### src/rtl/alu_console_pkg.sv
// Shared opcodes and FSM state encodings for the push-button ALU console.
package alu_console_pkg;

  localparam logic [5:0] OP_ADD = 6'b100000;
  localparam logic [5:0] OP_SUB = 6'b100010;
  localparam logic [5:0] OP_AND = 6'b100100;
  localparam logic [5:0] OP_OR  = 6'b100101;
  localparam logic [5:0] OP_XOR = 6'b100110;
  localparam logic [5:0] OP_NOR = 6'b100111;
  localparam logic [5:0] OP_SRA = 6'b000011;
  localparam logic [5:0] OP_SRL = 6'b000010;

  typedef enum logic [1:0] {
    S_A   = 2'd0,
    S_B   = 2'd1,
    S_OP  = 2'd2,
    S_RES = 2'd3
  } state_t;

endpackage

### src/rtl/alu_console_btn_conditioner.sv
// Raw button conditioner: 2-FF synchroniser, debounce counter, and a
// one-cycle pulse on each accepted rising level.
module btn_conditioner #(
  parameter int DEBOUNCE_CYCLES = 1000000
) (
  input  logic i_clk,
  input  logic i_rst_n,
  input  logic i_btn,
  output logic o_level,
  output logic o_pulse
);

  localparam int CW = $clog2(DEBOUNCE_CYCLES + 1);
  localparam logic [CW-1:0] LAST = CW'(DEBOUNCE_CYCLES - 1);

  logic [1:0]    sync_reg;
  logic [CW-1:0] count_reg;
  logic          level_reg;
  logic          pulse_reg;

  // The count only advances while the synced input disagrees with the
  // accepted level; any agreement (a bounce) restarts it from zero.
  always_ff @(posedge i_clk or negedge i_rst_n) begin
    if (!i_rst_n) begin
      sync_reg  <= '0;
      count_reg <= '0;
      level_reg <= 1'b0;
      pulse_reg <= 1'b0;
    end else begin
      sync_reg  <= {sync_reg[0], i_btn};
      pulse_reg <= 1'b0;
      if (sync_reg[1] == level_reg) begin
        count_reg <= '0;
      end else if (count_reg == LAST) begin
        level_reg <= sync_reg[1];
        count_reg <= '0;
        pulse_reg <= sync_reg[1];
      end else begin
        count_reg <= count_reg + CW'(1);
      end
    end
  end

  assign o_level = level_reg;
  assign o_pulse = pulse_reg;

endmodule

### src/rtl/alu_console.sv
// Board-level ALU console: debounced buttons sequence A, B and opcode loads;
// result and status flags are registered for stable LED display.
module alu_console
  import alu_console_pkg::*;
#(
  parameter int OPERAND_SIZE    = 8,
  parameter int OP_CODE_SIZE    = 6,
  parameter int DEBOUNCE_CYCLES = 1000000
) (
  input  logic                    i_clk,
  input  logic                    i_rst_n,
  input  logic [OPERAND_SIZE-1:0] i_switches,
  input  logic                    i_btn_A,
  input  logic                    i_btn_B,
  input  logic                    i_btn_OP,
  output logic [OPERAND_SIZE:0]   o_resultado,
  output logic                    o_zero,
  output logic                    o_ovf,
  output logic                    o_inv_op,
  output logic                    o_seq_err,
  output logic [1:0]              o_state
);

  localparam int N = OPERAND_SIZE;

  // Button index: 0 = A, 1 = B, 2 = OP
  logic [2:0] btn_raw;
  logic [2:0] level;
  logic [2:0] pulse;
  logic [2:0] press;

  assign btn_raw = {i_btn_OP, i_btn_B, i_btn_A};

  generate
    for (genvar gi = 0; gi < 3; gi++) begin : g_btn
      btn_conditioner #(
        .DEBOUNCE_CYCLES(DEBOUNCE_CYCLES)
      ) u_cond (
        .i_clk  (i_clk),
        .i_rst_n(i_rst_n),
        .i_btn  (btn_raw[gi]),
        .o_level(level[gi]),
        .o_pulse(pulse[gi])
      );
      // A pulse is only ever issued together with a high stable level.
      assign press[gi] = pulse[gi] & level[gi];
    end
  endgenerate

  state_t       state_reg, state_next;
  logic [N-1:0] a_reg, a_next;
  logic [N-1:0] b_reg, b_next;
  logic [N:0]   res_reg, res_next;
  logic         zero_reg, zero_next;
  logic         ovf_reg, ovf_next;
  logic         inv_reg, inv_next;
  logic         seq_reg, seq_next;

  logic [OP_CODE_SIZE-1:0] op_sw;
  logic [N:0]              sum;
  logic [N:0]              diff;
  logic                    shift_big;
  logic [N:0]              alu_res;
  logic                    alu_ovf;
  logic                    alu_inv;

  assign op_sw     = i_switches[OP_CODE_SIZE-1:0];
  assign sum       = {1'b0, a_reg} + {1'b0, b_reg};
  assign diff      = {1'b0, a_reg} - {1'b0, b_reg};
  assign shift_big = 32'(b_reg) >= 32'(N);

  // The ALU sees the opcode straight from the switches; its result is only
  // captured on the edge that accepts the OP pulse.
  always_comb begin
    alu_res = '0;
    alu_ovf = 1'b0;
    alu_inv = 1'b0;
    case (op_sw)
      OP_CODE_SIZE'(OP_ADD): begin
        alu_res = sum;
        alu_ovf = (a_reg[N-1] == b_reg[N-1]) && (sum[N-1] != a_reg[N-1]);
      end
      OP_CODE_SIZE'(OP_SUB): begin
        alu_res = diff;
        alu_ovf = (a_reg[N-1] != b_reg[N-1]) && (diff[N-1] != a_reg[N-1]);
      end
      OP_CODE_SIZE'(OP_AND): alu_res = {1'b0, a_reg & b_reg};
      OP_CODE_SIZE'(OP_OR):  alu_res = {1'b0, a_reg | b_reg};
      OP_CODE_SIZE'(OP_XOR): alu_res = {1'b0, a_reg ^ b_reg};
      OP_CODE_SIZE'(OP_NOR): alu_res = {1'b0, ~(a_reg | b_reg)};
      OP_CODE_SIZE'(OP_SRA):
        alu_res = {1'b0, shift_big ? {N{a_reg[N-1]}} : N'($signed(a_reg) >>> b_reg)};
      OP_CODE_SIZE'(OP_SRL):
        alu_res = {1'b0, shift_big ? {N{1'b0}} : (a_reg >> b_reg)};
      default: alu_inv = 1'b1;
    endcase
  end

  always_ff @(posedge i_clk or negedge i_rst_n) begin
    if (!i_rst_n) begin
      state_reg <= S_A;
      a_reg     <= '0;
      b_reg     <= '0;
      res_reg   <= '0;
      zero_reg  <= 1'b0;
      ovf_reg   <= 1'b0;
      inv_reg   <= 1'b0;
      seq_reg   <= 1'b0;
    end else begin
      state_reg <= state_next;
      a_reg     <= a_next;
      b_reg     <= b_next;
      res_reg   <= res_next;
      zero_reg  <= zero_next;
      ovf_reg   <= ovf_next;
      inv_reg   <= inv_next;
      seq_reg   <= seq_next;
    end
  end

  logic [2:0] match;
  logic       accept;
  logic       err;

  always_comb begin
    state_next = state_reg;
    a_next     = a_reg;
    b_next     = b_reg;
    res_next   = res_reg;
    zero_next  = zero_reg;
    ovf_next   = ovf_reg;
    inv_next   = inv_reg;
    seq_next   = seq_reg;

    case (state_reg)
      S_B:     match = 3'b010;
      S_OP:    match = 3'b100;
      default: match = 3'b001;
    endcase
    accept = |(press & match);
    err    = |(press & ~match);

    if (accept) begin
      case (state_reg)
        S_B: begin
          b_next     = i_switches;
          state_next = S_OP;
        end
        S_OP: begin
          res_next   = alu_res;
          zero_next  = (alu_res[N-1:0] == '0);
          ovf_next   = alu_ovf;
          inv_next   = alu_inv;
          state_next = S_RES;
        end
        default: begin
          a_next     = i_switches;
          state_next = S_B;
        end
      endcase
    end

    // A stray press in the same cycle as an accepted load keeps the error set.
    if (err) begin
      seq_next = 1'b1;
    end else if (accept) begin
      seq_next = 1'b0;
    end
  end

  assign o_resultado = res_reg;
  assign o_zero      = zero_reg;
  assign o_ovf       = ovf_reg;
  assign o_inv_op    = inv_reg;
  assign o_seq_err   = seq_reg;
  assign o_state     = state_reg;

endmodule

### config.mk
export PLATFORM = sky130hd
export DESIGN_NAME = alu_console
export DESIGN_NICKNAME = d
export VERILOG_FILES = /design/src/rtl/alu_console_pkg.sv /design/src/rtl/alu_console_btn_conditioner.sv /design/src/rtl/alu_console.sv
export SDC_FILE = /design/constraint.sdc
export NUM_CORES = 1
export LEC_CHECK = 0
export CAP_MARGIN = 10
export CELL_PAD_IN_SITES_DETAIL_PLACEMENT = 0
export CELL_PAD_IN_SITES_GLOBAL_PLACEMENT = 1
export CORE_UTILIZATION = 48
export DETAILED_ROUTE_END_ITERATION = 16
export PLACE_DENSITY_LB_ADDON = 0.1
export SKIP_CTS_REPAIR_TIMING = 1
export SLEW_MARGIN = 20
export SYNTH_ARGS = -nofsm -noshare
export SYNTH_HDL_FRONTEND = slang
export SYNTH_SLANG_ARGS = --single-unit
### constraint.sdc
create_clock -name i_clk -period 3.6 [get_ports i_clk]
set_clock_uncertainty 0.05 [all_clocks]
set_input_delay 0.9 -clock i_clk [delete_from_list [all_inputs] [get_ports i_clk]]
set_output_delay 0.9 -clock i_clk [all_outputs]
set_load 0.03 [all_outputs]
==> qor.txt, run 1 <==
outcome = finished, final reports clean
largest net degree at the start of global routing = 55
Leak = 0.003202 uW
commonest cells after routing, fill and taps aside = 103 x dfrtp_1, 82 x nor2_1, 72 x nand2_1
DRC = 0
# H-tree levels = 3
CP endpoint kind = flop
Cell Pwr Density = 319.1 nW/um2
Hold Crit Depth = 0
clk sinks = 103
Nets = 742
via count of the first global-routing pass = 4793
crit path max fanout = 11
maximum vdd drop = 0.3584 mV
Slew @ Worst Pin = 711.7 ps
synth warn = 0
routed length on met2 = 6.574 mm
setup slack, reg-to-reg = 740 ps
initial antenna violation count = 0
Place WS = 174.1 ps
max layer used = met4
Critical Path RT = 3780 ps
# diodes = 0
# IOs = 28
chip width = 116.0 um
Clk pin slew, worst setup/hold paths = 70 ps
fin worst setup slack = 518.8 ps
Post-synth ARST share = 1.000
total track usage = 0.2301
Synthesized Nets = 718
FF-to-FF path depth = 9
sequential cell area fraction in the yosys report = 0.4132
Final period util = 0.8559
row cnt = 41
TritonRoute pass-1 iters = 4
via count = 4797
wl on met1 = 6.277 mm
core area = 12620 um2
first-pass GRT wire length = 23.74 mm
Final Hold Vio Count = 0
Gate Count Post-Synth = 671
Hold Crit Class = flop to flop
IO Port Bufs = 27
Max-Cap Viols = 0
GPL Wtd Cong = 0.9362
Wirelength per Cell = 15.97 um
Area growth, synth to finish = 12.30%
TritonCTS clock tree = built
fin cells = 872
Largest register FFs = 60
cell area after synthesis = 6237 um2
headroom to the max-slew limit = 0.5255
Critical Path Start Type = input pin
Syn Area/Cell = 9.295 um2
commonest non-fill, non-tap cell in the layout = dfrtp_1
height of the die = 116.0 um
Initial Util = 0.4942
Max clock buf depth = 2
Yosys reg bits = 103
Util after Layout = 0.5550
Distinct cells, synth = 63
Final setup viols = 0
Post-DP HPWL = 10.14 mm
latest clock arrival within the worst-skew pair = 350 ps
Max Freq = 324.5 MHz
EDFF count, synth = 0
via/cell ratio = 5.501
setup TNS = 0 ps
share of cells above drive strength 1 = 0.07286
Placed Instances = 856
routed wl met3 = 736 um
Die Area = 13450 um2
clock root cell = clkbuf_16
WP data arrival = 3260 ps
Design Area, Final = 7004 um2
clock period minus worst slack = 3081 ps
CP Class = input pin to flop
Slew Viols, Final = 0
CTS buffer count = 9
post-route ant nets = 0
total grt overflow = 0
Post-synth top flop = dfrtp_1
final WL = 13.93 mm
DP Area = 6716 um2
RSZ-0062 raised after global routing = false
initial DRC count = 317
-- layout make-up --
type                    count  area, um2
clock inverters             4      27.53
fillers                  1152       5615
flip-flops and latches    103       2577
clock buffers              12      256.5
repair buffers             39      382.9
multi-input cells         518       3455
inverters                  24      90.09
well taps                 172      215.2
-- final timing paths --
kind	start	to
max in group asynchronous	i_rst_n	g_btn[0].u_cond.o_level$_DFFE_PN0P_
hold reg to reg	g_btn[0].u_cond.sync_reg[0]$_DFF_PN0_	g_btn[0].u_cond.sync_reg[1]$_DFF_PN0_
setup reg to reg	b_reg[0]$_DFFE_PN0P_	o_zero$_DFFE_PN0P_
min in group asynchronous	i_rst_n	o_resultado[3]$_DFFE_PN0P_
hold / removal	g_btn[0].u_cond.sync_reg[0]$_DFF_PN0_	g_btn[0].u_cond.sync_reg[1]$_DFF_PN0_
setup / recovery	i_switches[2]	o_zero$_DFFE_PN0P_
-- layer usage --
| metal | track usage | vias to the layer above |
|---|---|---|
| li1 | - | 2381 |
| met1 | 0.3023 | 2290 |
| met2 | 0.3683 | 105 |
| met3 | 0.05701 | 21 |
| met4 | 0.08462 | 0 |
| met5 | 0 | - |
-- power by group --
part,switching (uW),internal [uW]
sequential,10.1,1170
clock,435,509
combinational,70.9,41.6
total,516,1720
-- critical path: stages --
cell             delay (ps)
clkdlybuf4s50_1         580
or4b_1                  690
or3_1                   440
o22a_1                  240
nor2_1                   80
a221o_1                 130
or3_1                   130
o41ai_2                  80
-- synthesized netlist by cell type (all sizes together) (3+ instances only) --
library cell / instances / share of area
or3: 7 / 0.0070
nand3: 35 / 0.029
nand2b: 5 / 0.0050
nor3: 8 / 0.0064
nand2: 72 / 0.043
clkbuf: 14 / 0.0084
nand3b: 4 / 0.0048
ha: 32 / 0.064
xor2: 38 / 0.053
o31ai: 3 / 0.0036
and2: 10 / 0.010
nor4: 6 / 0.0070
and4b: 4 / 0.0064
nand4: 7 / 0.0070
nor2b: 4 / 0.0040
o22ai: 3 / 0.0030
mux2i: 9 / 0.014
inv: 23 / 0.014
xnor2: 31 / 0.044
o21ai: 37 / 0.030
and3: 29 / 0.029
o211ai: 5 / 0.0060
dfrtp: 103 / 0.41
a211oi: 3 / 0.0036
nor2: 82 / 0.049
a31oi: 6 / 0.0060
mux4: 4 / 0.014
buf: 12 / 0.011
nor3b: 5 / 0.0060
a21oi: 19 / 0.016
a2111oi: 3 / 0.0042
a21o: 7 / 0.0086
mux2: 8 / 0.014
or4: 3 / 0.0042
a221oi: 3 / 0.0052
-- per-stage QoR --
stage	hold slack (ps)	total power [uW]
5_1_grt	329.0	2324
3_3_place_gp	282.7	1314
6_report	299.8	2235
2_1_floorplan	281.2	1255
4_1_cts	300.9	2273
3_5_place_dp	284.7	1315
-- cell families (layout without fill, tap and decap cells) --
kind of cell	after synthesis	in the layout	synth area share
XOR/XNOR	69	69	0.09689
buffers and inverters	50	79	0.03350
AND/OR/NAND/NOR	287	287	0.2275
multiplexers	21	21	0.04333
flip-flops	103	103	0.4132
AO/OA/AOI/OAI	107	107	0.1149
adder cells (fa/ha/maj)	34	34	0.07061
Power figures use the tool's default switching activity.
==> run 2: changes to the inputs <==
--- a/config.mk
+++ b/config.mk
@@ -10,7 +10,9 @@
 export CELL_PAD_IN_SITES_GLOBAL_PLACEMENT = 1
 export CORE_UTILIZATION = 48
 export DETAILED_ROUTE_END_ITERATION = 16
+export GPL_ROUTABILITY_DRIVEN = 1
 export PLACE_DENSITY_LB_ADDON = 0.1
+export REMOVE_ABC_BUFFERS = 1
 export SKIP_CTS_REPAIR_TIMING = 1
 export SLEW_MARGIN = 20
 export SYNTH_ARGS = -nofsm -noshare
==> run 2 against run 1 <==
Via count down 0.88%. Global-route usage down 0.43 points. Critical path depth unchanged. Register-to-register slack worse by 60 ps. Sequential power about the same. Final area up 0.39%. Power up 2.7%. Sequential share of layout area down 0.14 points. Fmax up 1.0%. Clock power up 7%. Die area unchanged. Critical endpoint unchanged. Largest cell class unchanged.
==> qor.txt, run 2 (synthesis gave the netlist of run 1 again) <==
latest clock arrival within the worst-skew pair = 360 ps
Initial Util = 0.4942
Slew @ Worst Pin = 642.4 ps
setup slack, reg-to-reg = 680 ps
first-pass GRT wire length = 23.27 mm
launch point of the worst reg-to-reg path = b_reg[3]$_DFFE_PN0P_
via count = 4755
Largest register FFs = 60
Nets = 743
Leak = 0.003208 uW
commonest non-fill, non-tap cell in the layout = dfrtp_1
chip width = 116.0 um
CP Class = input pin to flop
commonest cells after routing, fill and taps aside = 103 x dfrtp_1, 82 x nor2_1, 72 x nand2_1
Comb power frac = 0.048
CTS buffer count = 9
clk sinks = 103
Critical Path Start Type = input pin
Sw Share = 0.2268
net switching power = 520.9 uW
crit path from = i_switches[2]
RSZ-0062 raised after global routing = false
maximum vdd drop = 0.3763 mV
area of the multi-input gates = 3451 um2
Seq. cell area = 2577 um2
WP data arrival = 3230 ps
initial DRC count = 328
Die Area = 13450 um2
Critical Path RT = 3780 ps
via/cell ratio = 5.447
TritonRoute pass-1 iters = 5
Hold Crit Class = flop to flop
P_int = 1775 uW
sequential share of power = 0.513
share of cells above drive strength 1 = 0.07275
GPL Wtd Cong = 0.9467
hold_sp = g_btn[0].u_cond.sync_reg[0]$_DFF_PN0_
# diodes = 0
Wirelength per Cell = 15.75 um
post-route ant nets = 0
Slew Viols, Final = 0
# IOs = 28
Clk pin slew, worst setup/hold paths = 70 ps
clock period minus worst slack = 3049 ps
initial antenna violation count = 0
IO Port Bufs = 27
clock root cell = clkbuf_16
row cnt = 41
final WL = 13.75 mm
headroom to the max-slew limit = 0.5717
Max-Cap Viols = 0
via count of the first global-routing pass = 4662
Final period util = 0.8470
CP endpoint kind = flop
outcome = finished, final reports clean
# H-tree levels = 3
largest net degree at the start of global routing = 57
crit path max fanout = 11
Cell Pwr Density = 326.6 nW/um2
core area = 12620 um2
Final setup viols = 0
Max clock buf depth = 2
DRC = 0
Post-DP HPWL = 10.10 mm
fill count = 1190
Tot Pwr = 2296 uW
clock share of power = 0.439
total track usage = 0.2258
Area growth, synth to finish = 12.74%
total grt overflow = 0
height of the die = 116.0 um
TritonCTS clock tree = built
Final Hold Vio Count = 0
setup TNS = 0 ps
Max Freq = 327.9 MHz
[run 2: path summary, 6_finish.rpt]
check                                                               end  cells past startpoint
worst max-delay path                                 o_zero$_DFFE_PN0P_                      8
worst min-delay path              g_btn[0].u_cond.sync_reg[1]$_DFF_PN0_                      0
worst max register to register                       o_zero$_DFFE_PN0P_                      8
worst min register to register    g_btn[0].u_cond.sync_reg[1]$_DFF_PN0_                      0
max in group asynchronous       g_btn[0].u_cond.count_reg[10]$_DFF_PN0_                      2
min in group asynchronous                    o_resultado[0]$_DFFE_PN0P_                      1
[run 2: routing by layer]
layer / global-route usage / vias up / share of wire
li1: - / 2381 / -
met1: 0.3111 / 2269 / 0.48
met2: 0.3556 / 92 / 0.46
met3: 0.05282 / 13 / 0.046
met4: 0.06410 / 0 / 0.011
met5: 0 / - / 0
[run 2: worst max-delay path, cell delays in order]
cell and delay [ps]:
clkdlybuf4s50_1 560, or4b_1 690, or3_1 440, o22a_1 240, nor2_1 80, a221o_1 120
or3_1 120, o41ai_2 70
[run 2: metrics by stage]
step | hold slack [ps] | worst slack (ps) | area (um2) | cells | utilization
final | 302.1 | 550.7 | 7032 | 873 | 0.5572
after global routing | 322.9 | 388.5 | 7032 | 873 | 0.5572
after CTS | 305.4 | 573.5 | 7032 | 873 | 0.5572
after detailed placement | 288.7 | 198.1 | 6724 | 857 | 0.5328
after global placement | 285.7 | 222.9 | 6724 | 857 | 0.5328
after floorplan | 281.2 | 761.2 | 6118 | 645 | -
[run 2: final cells by class]
cell class	count	share of cell area
multi-input cells	518	0.4907
flip-flops and latches	103	0.3665
clock inverters	5	0.009253
inverters	24	0.01281
repair buffers	40	0.05552
clock buffers	11	0.03452
well taps	172	0.03060
[run 2: power by group through the flow]
| stage | registers, uW | clock network (uW) | logic (uW) |
|---|---|---|---|
| 2_1_floorplan | 1200 | 0 | 42.8 |
| 5_1_grt | 1180 | 1080 | 125 |
| 6_report | 1180 | 1010 | 111 |
| 3_5_place_dp | 1200 | 0 | 112 |
| 3_3_place_gp | 1200 | 0 | 112 |
| 4_1_cts | 1180 | 1040 | 113 |
